### config.mk
export PLATFORM = sky130hd
export DESIGN_NAME = mem_read_streamer
export DESIGN_NICKNAME = d
export VERILOG_FILES = /design/src/rtl/mem_read_streamer.sv
export SDC_FILE = /design/constraint.sdc
export NUM_CORES = 1
export LEC_CHECK = 0
export ABC_CLOCK_PERIOD_IN_PS = 4300
export CAP_MARGIN = 40
export CELL_PAD_IN_SITES_DETAIL_PLACEMENT = 1
export CELL_PAD_IN_SITES_GLOBAL_PLACEMENT = 2
export CORE_ASPECT_RATIO = 1.4
export CORE_MARGIN = 2
export CORE_UTILIZATION = 30
export CTS_CLUSTER_DIAMETER = 30
export DETAILED_ROUTE_END_ITERATION = 12
export GPL_TIMING_DRIVEN = 0
export PLACE_DENSITY_LB_ADDON = 0.1
export SYNTH_ARGS = -nofsm -noshare
export SYNTH_HDL_FRONTEND = slang
export SYNTH_SLANG_ARGS = --single-unit
### constraint.sdc
create_clock -name i_clk -period 4.3 [get_ports i_clk]
set_clock_uncertainty 0.05 [all_clocks]
set_input_delay 0.86 -clock i_clk [delete_from_list [all_inputs] [get_ports i_clk]]
set_output_delay 0.86 -clock i_clk [all_outputs]
set_load 0.03 [all_outputs]
### src/rtl/mem_read_streamer.sv
// Read-side address generator and stream source for one RAM read port.
// Issues sequential word reads, absorbs the 1-cycle RAM latency, and emits a valid/ready stream.
module mem_read_streamer #(
  parameter int DATA_W = 32,
  parameter int ADDR_W = 10,
  parameter int LEN_W  = 10
) (
  input  logic              i_clk,
  input  logic              i_rst,
  input  logic              i_run,
  input  logic [ADDR_W-1:0] i_start_addr,
  input  logic [LEN_W-1:0]  i_length,
  output logic              o_busy,
  output logic              o_done,
  output logic              o_mem_en,
  output logic [ADDR_W-1:0] o_mem_addr,
  input  logic [DATA_W-1:0] i_mem_rdata,
  output logic              o_m_valid,
  output logic [DATA_W-1:0] o_m_data,
  output logic              o_m_last,
  input  logic              i_m_ready,
  output logic [1:0]        o_state
);

  localparam int BYTES = DATA_W / 8;
  localparam logic [ADDR_W-1:0] ADDR_STEP  = ADDR_W'(BYTES);
  localparam logic [ADDR_W-1:0] ALIGN_MASK = ~ADDR_W'(BYTES - 1);

  typedef enum logic [1:0] {
    S_IDLE  = 2'd0,
    S_RUN   = 2'd1,
    S_DRAIN = 2'd2,
    S_DONE  = 2'd3
  } state_t;

  state_t             r_state;
  logic [ADDR_W-1:0]  r_addr;
  logic [LEN_W-1:0]   r_issue_left;
  logic               r_inflight;
  logic               r_inflight_last;

  logic [DATA_W-1:0]  r_fifo_data [2];
  logic               r_fifo_last [2];
  logic               r_wr_ptr;
  logic               r_rd_ptr;
  logic [1:0]         r_count;

  logic [2:0]         w_outstanding;
  logic               w_mem_en;
  logic               w_issue_last;
  logic               w_head_fifo;
  logic               w_m_valid;
  logic [DATA_W-1:0]  w_m_data;
  logic               w_m_last;
  logic               w_pop;
  logic               w_pop_fifo;
  logic               w_push;

  // Credit: words buffered plus the read still in the RAM pipe never exceed two.
  assign w_outstanding = {1'b0, r_count} + {2'b00, r_inflight};
  assign w_mem_en      = (r_state == S_RUN) && (w_outstanding < 3'd2);
  assign w_issue_last  = w_mem_en && (r_issue_left == LEN_W'(1));

  // Stream: a beat transfers on any cycle with o_m_valid && i_m_ready; while stalled,
  // o_m_data/o_m_last hold. An empty FIFO forwards the returning RAM word directly.
  assign w_head_fifo = (r_count != 2'd0);
  assign w_m_valid   = w_head_fifo || r_inflight;

  always_comb begin
    w_m_data = '0;
    w_m_last = 1'b0;
    if (w_head_fifo) begin
      w_m_data = r_fifo_data[r_rd_ptr];
      w_m_last = r_fifo_last[r_rd_ptr];
    end else if (r_inflight) begin
      w_m_data = i_mem_rdata;
      w_m_last = r_inflight_last;
    end
  end

  assign w_pop      = w_m_valid && i_m_ready;
  assign w_pop_fifo = w_pop && w_head_fifo;
  assign w_push     = r_inflight && !(w_pop && !w_head_fifo);

  always_ff @(posedge i_clk) begin
    if (i_rst) begin
      r_state         <= S_IDLE;
      r_addr          <= '0;
      r_issue_left    <= '0;
      r_inflight      <= 1'b0;
      r_inflight_last <= 1'b0;
    end else begin
      r_inflight      <= w_mem_en;
      r_inflight_last <= w_issue_last;
      unique case (r_state)
        S_IDLE: begin
          if (i_run) begin
            if (i_length == '0) begin
              r_state <= S_DONE;
            end else begin
              r_state      <= S_RUN;
              r_addr       <= i_start_addr & ALIGN_MASK;
              r_issue_left <= i_length;
            end
          end
        end
        S_RUN: begin
          if (w_mem_en) begin
            r_addr       <= r_addr + ADDR_STEP;
            r_issue_left <= r_issue_left - LEN_W'(1);
            if (w_issue_last) begin
              r_state <= S_DRAIN;
            end
          end
        end
        S_DRAIN: begin
          if (w_pop && w_m_last) begin
            r_state <= S_DONE;
          end
        end
        S_DONE: begin
          r_state <= S_IDLE;
        end
        default: r_state <= S_IDLE;
      endcase
    end
  end

  always_ff @(posedge i_clk) begin
    if (i_rst) begin
      for (int i = 0; i < 2; i++) begin
        r_fifo_data[i] <= '0;
        r_fifo_last[i] <= 1'b0;
      end
      r_wr_ptr <= 1'b0;
      r_rd_ptr <= 1'b0;
      r_count  <= 2'd0;
    end else begin
      if (w_push) begin
        r_fifo_data[r_wr_ptr] <= i_mem_rdata;
        r_fifo_last[r_wr_ptr] <= r_inflight_last;
        r_wr_ptr              <= ~r_wr_ptr;
      end
      if (w_pop_fifo) begin
        r_rd_ptr <= ~r_rd_ptr;
      end
      unique case ({w_push, w_pop_fifo})
        2'b10:   r_count <= r_count + 2'd1;
        2'b01:   r_count <= r_count - 2'd1;
        default: r_count <= r_count;
      endcase
    end
  end

  assign o_busy     = (r_state == S_RUN) || (r_state == S_DRAIN);
  assign o_done     = (r_state == S_DONE);
  assign o_mem_en   = w_mem_en;
  assign o_mem_addr = r_addr;
  assign o_m_valid  = w_m_valid;
  assign o_m_data   = w_m_data;
  assign o_m_last   = w_m_last;
  assign o_state    = r_state;

endmodule

==> metrics <==
sequential-to-total area share from yosys stat 52.60%; library cell occupying the most area in the post-synthesis netlist edfxtp_1; worst-case clock buffer depth 2; top-level I/O count around 110; post-synthesis instance total roughly 460; class of the tightest hold or removal check register to register; GR Overflow Total 0; beginning of the worst register-to-register path r_inflight; Die Outline Area 17,030 µm²; cell row count between 50 and 60; count of input and output buffers 100; diodes inserted 0; FFs w/ async S/R, synth 0%; endpoint of the lowest-slack register-to-register path r_fifo_last[1]; simple logic cell fraction of the synthesized area 19.57%; initial antenna violation count 0; Post-DP Area slightly above 6000 µm²; slowest stage cell, crit path clkdlybuf4s50_1; Routability Congestion roughly 0.79; most used flip-flop cell after synthesis edfxtp_1; Setup Slack @ Placement roughly 0.73 ns; combinational family with the most area after synthesis simple AND/OR/NAND/NOR gates; total count of max-transition violations in the final report 0; remaining design rule violation count 0; number of max-capacitance violations reported 0; cts hold-fix bufs 0; capturing element type of the critical path output port; cells along the critical path inv_1, ha_1, clkbuf_1, clkbuf_1, nand2_1, inv_1, clkdlybuf4s50_1; Fmax achieved ~0.26 GHz; cell leakage power about 2.2 nW; status finished clean; largest stage delay on the critical path between 0.6 and 0.7 ns; area of the core ~16,000 µm²; Vias 3,866; post-synthesis instance area 4796 µm²; detailed-routing iteration count for the pre-antenna-repair pass 4; proportion of layout cells with a drive suffix above 1 5.670%; post-route design area ~6400 µm²; largest cells by area after synthesis edfxtp_1, dfxtp_1, and2_1, mux2i_1, o21ai_0; commonest non-fill, non-tap cell in the layout clkdlybuf4s50_1; relative max-transition margin between 40% and 50%; share of the synthesized area in the top cell type between 40% and 50%; initial cell density of the core 30.73%; die width roughly 110 µm; overall routed net length about 14,000 µm; signed area change from the synthesized netlist to the final layout 33.19%; Synth cell types 48; multiplexer area fraction after synthesis approximately 7.7%; slew at the pin closest to its max-slew limit 0.8579 ns; number of nets with antenna violations after routing 0; Data required, critical path roughly 3.4 ns; register clock-pin slew on the reported worst setup and hold paths 0.07 ns; #FFs+latches synth 93; Peak VDD IR between 0.0002 and 0.00025 V; vias in the first global route slightly above 4,000; Mapped Avg Cell Area a little over 10 µm²; pin count of the biggest net entering global routing 23; Worst Setup Slack, final 0.4619 ns; average routed wire per standard cell 17.83 µm; area share of fa/ha/maj cells after synthesis 2.348%; number of clock sinks just over 90; clock latency at the later pin of the worst-skew pair 0.34 ns; Critical Path Source Type register; post-detail-place hpwl a little over 10,000 µm; time the worst path needs with I/O delays and setup between 3 and 4 ns; number of hold violations in the final report 0; CTS-repair resized insts 0; PD cells a little under 600 nW/µm²; Final setup viols 0; class of the most critical setup path register to output port; top fanout value on the critical path 10; count of flip-flops with a built-in enable after synthesis 66; number of post-CTS setup repair buffers 0; DIE HEIGHT 153.6 µm; Compound-Gate Fraction of Synth Area about 13%; TritonCTS clock tree yes; H-tree Lvls 3; reg2reg path depth 5; commonest non-fill, non-tap cells in the layout clkdlybuf4s50_1, and2_1, edfxtp_1; reg-to-reg setup timing slack 1.54 ns; unrepaired setup endpoints after global routing false; Vias per Instance about 5.0; critical path arrival just under 3 ns; critical path capture point o_mem_en; Inserted Clock Buffers 9; fraction of the cycle the final worst path needs between 80% and 90%; DRC violation total after the first TritonRoute iteration 156; GR Util All Layers 16.52%; synthesized-area fraction occupied by xor and xnor cells less than 1%; clock root buffer master clkbuf_16; wire length of the first global-routing pass roughly 22,000 µm; Synth Warn # 0; # nets final ~640; Critical path origin o_state[1]; Layout fillers approximately 1,800
[worst min-delay path by stage]
stage,endpoint,startpoint,slack [ns],cells past startpoint
final,r_issue_left[4],r_issue_left[4],0.43,2
after global routing,r_issue_left[4],r_issue_left[4],0.46,2
after CTS,r_issue_left[4],r_issue_left[4],0.43,2
after detailed placement,r_issue_left[4],r_issue_left[4],0.42,2
after global placement,r_issue_left[8],r_issue_left[8],0.42,2
after floorplan,r_issue_left[4],r_issue_left[4],0.40,2
[synth_stat cells, types with 3 or more instances]
cell type and n:
a21oi_1 25, or2_2 3, a21o_1 4, buf_4 3, clkbuf_1 28, and3_1 3, edfxtp_1 66, nor3_1 9
nor2b_1 4, nor2_1 17, mux2i_1 36, o32ai_1 4, o2bb2ai_1 3, and2_1 67, o21ai_0 47, nand2_1 21
nand3_1 37, ha_1 9, dfxtp_1 27, inv_1 11
[kinds of logic (layout without fill, tap and decap cells)]
kind of cell / Yosys count / after routing
simple gates: 173 / 173
compound gates: 100 / 100
flops: 93 / 93
buf+inv: 46 / 164
mux: 37 / 37
fa+ha+maj: 9 / 9
xor+xnor: 4 / 4
other cells: 1 / 2
[stage by stage]
stage	util [%]	std cells	hold slack, ns	power, mW	setup TNS [ns]
global placement	38.74	760	0.4210	3.059	-64.09
detailed placement	39.11	762	0.4180	3.087	0
global route	40.93	778	0.4618	4.049	0
finish	40.93	778	0.4345	3.808	0
CTS	40.93	778	0.4342	3.866	0
floorplan	-	464	0.3998	2.369	0
[power breakdown]
group | leakage, nW | internal, mW | switching (mW)
Sequential | 0.906 | 1.11 | 0.105
Clock | 0.136 | 0.401 | 0.365
Combinational | 1.18 | 0.694 | 1.13
[flip-flops by register name (all words and copies together), names as in the netlist, named ones only]
| register | count |
|---|---|
| r_issue_left | 10 |
| r_count | 2 |
| r_inflight_last | 1 |
| r_fifo_data | 64 |
| r_inflight | 1 |
| r_fifo_last | 2 |
| o_state | 2 |
| o_mem_addr | 8 |
| r_rd_ptr | 1 |
| r_wr_ptr | 1 |
[cell type report]
class / instances / area (µm²) / area share, %
Sequential cell: 93 / 2522 / 39.49
Multi-Input combinational cell: 325 / 2090 / 32.71
Timing Repair Buffer: 102 / 1049 / 16.42
Tap cell: 196 / 245.2 / 3.839
Clock buffer: 9 / 225.2 / 3.526
Buffer: 35 / 157.7 / 2.468
Clock inverter: 7 / 57.56 / 0.9011
Inverter: 11 / 41.29 / 0.6464
[critical path: cells and delay by family (launching register included)]
| kind | cells | cell delay, ns |
|---|---|---|
| buf+inv | 5 | 1.82 |
| simple gates | 1 | 0.25 |
| flops | 1 | 0.35 |
| fa+ha+maj | 1 | 0.15 |
[metal layers]
metal / track usage (%) / up-vias / share of wire, %
li1: - / 1890 / -
met1: 18.77 / 1906 / 40
met2: 31.81 / 64 / 56
met3: 2.562 / 6 / 3.0
met4: 4.464 / 0 / 0.72
met5: 0 / - / 0
No activity file was read; power rests on OpenSTA's default activity.
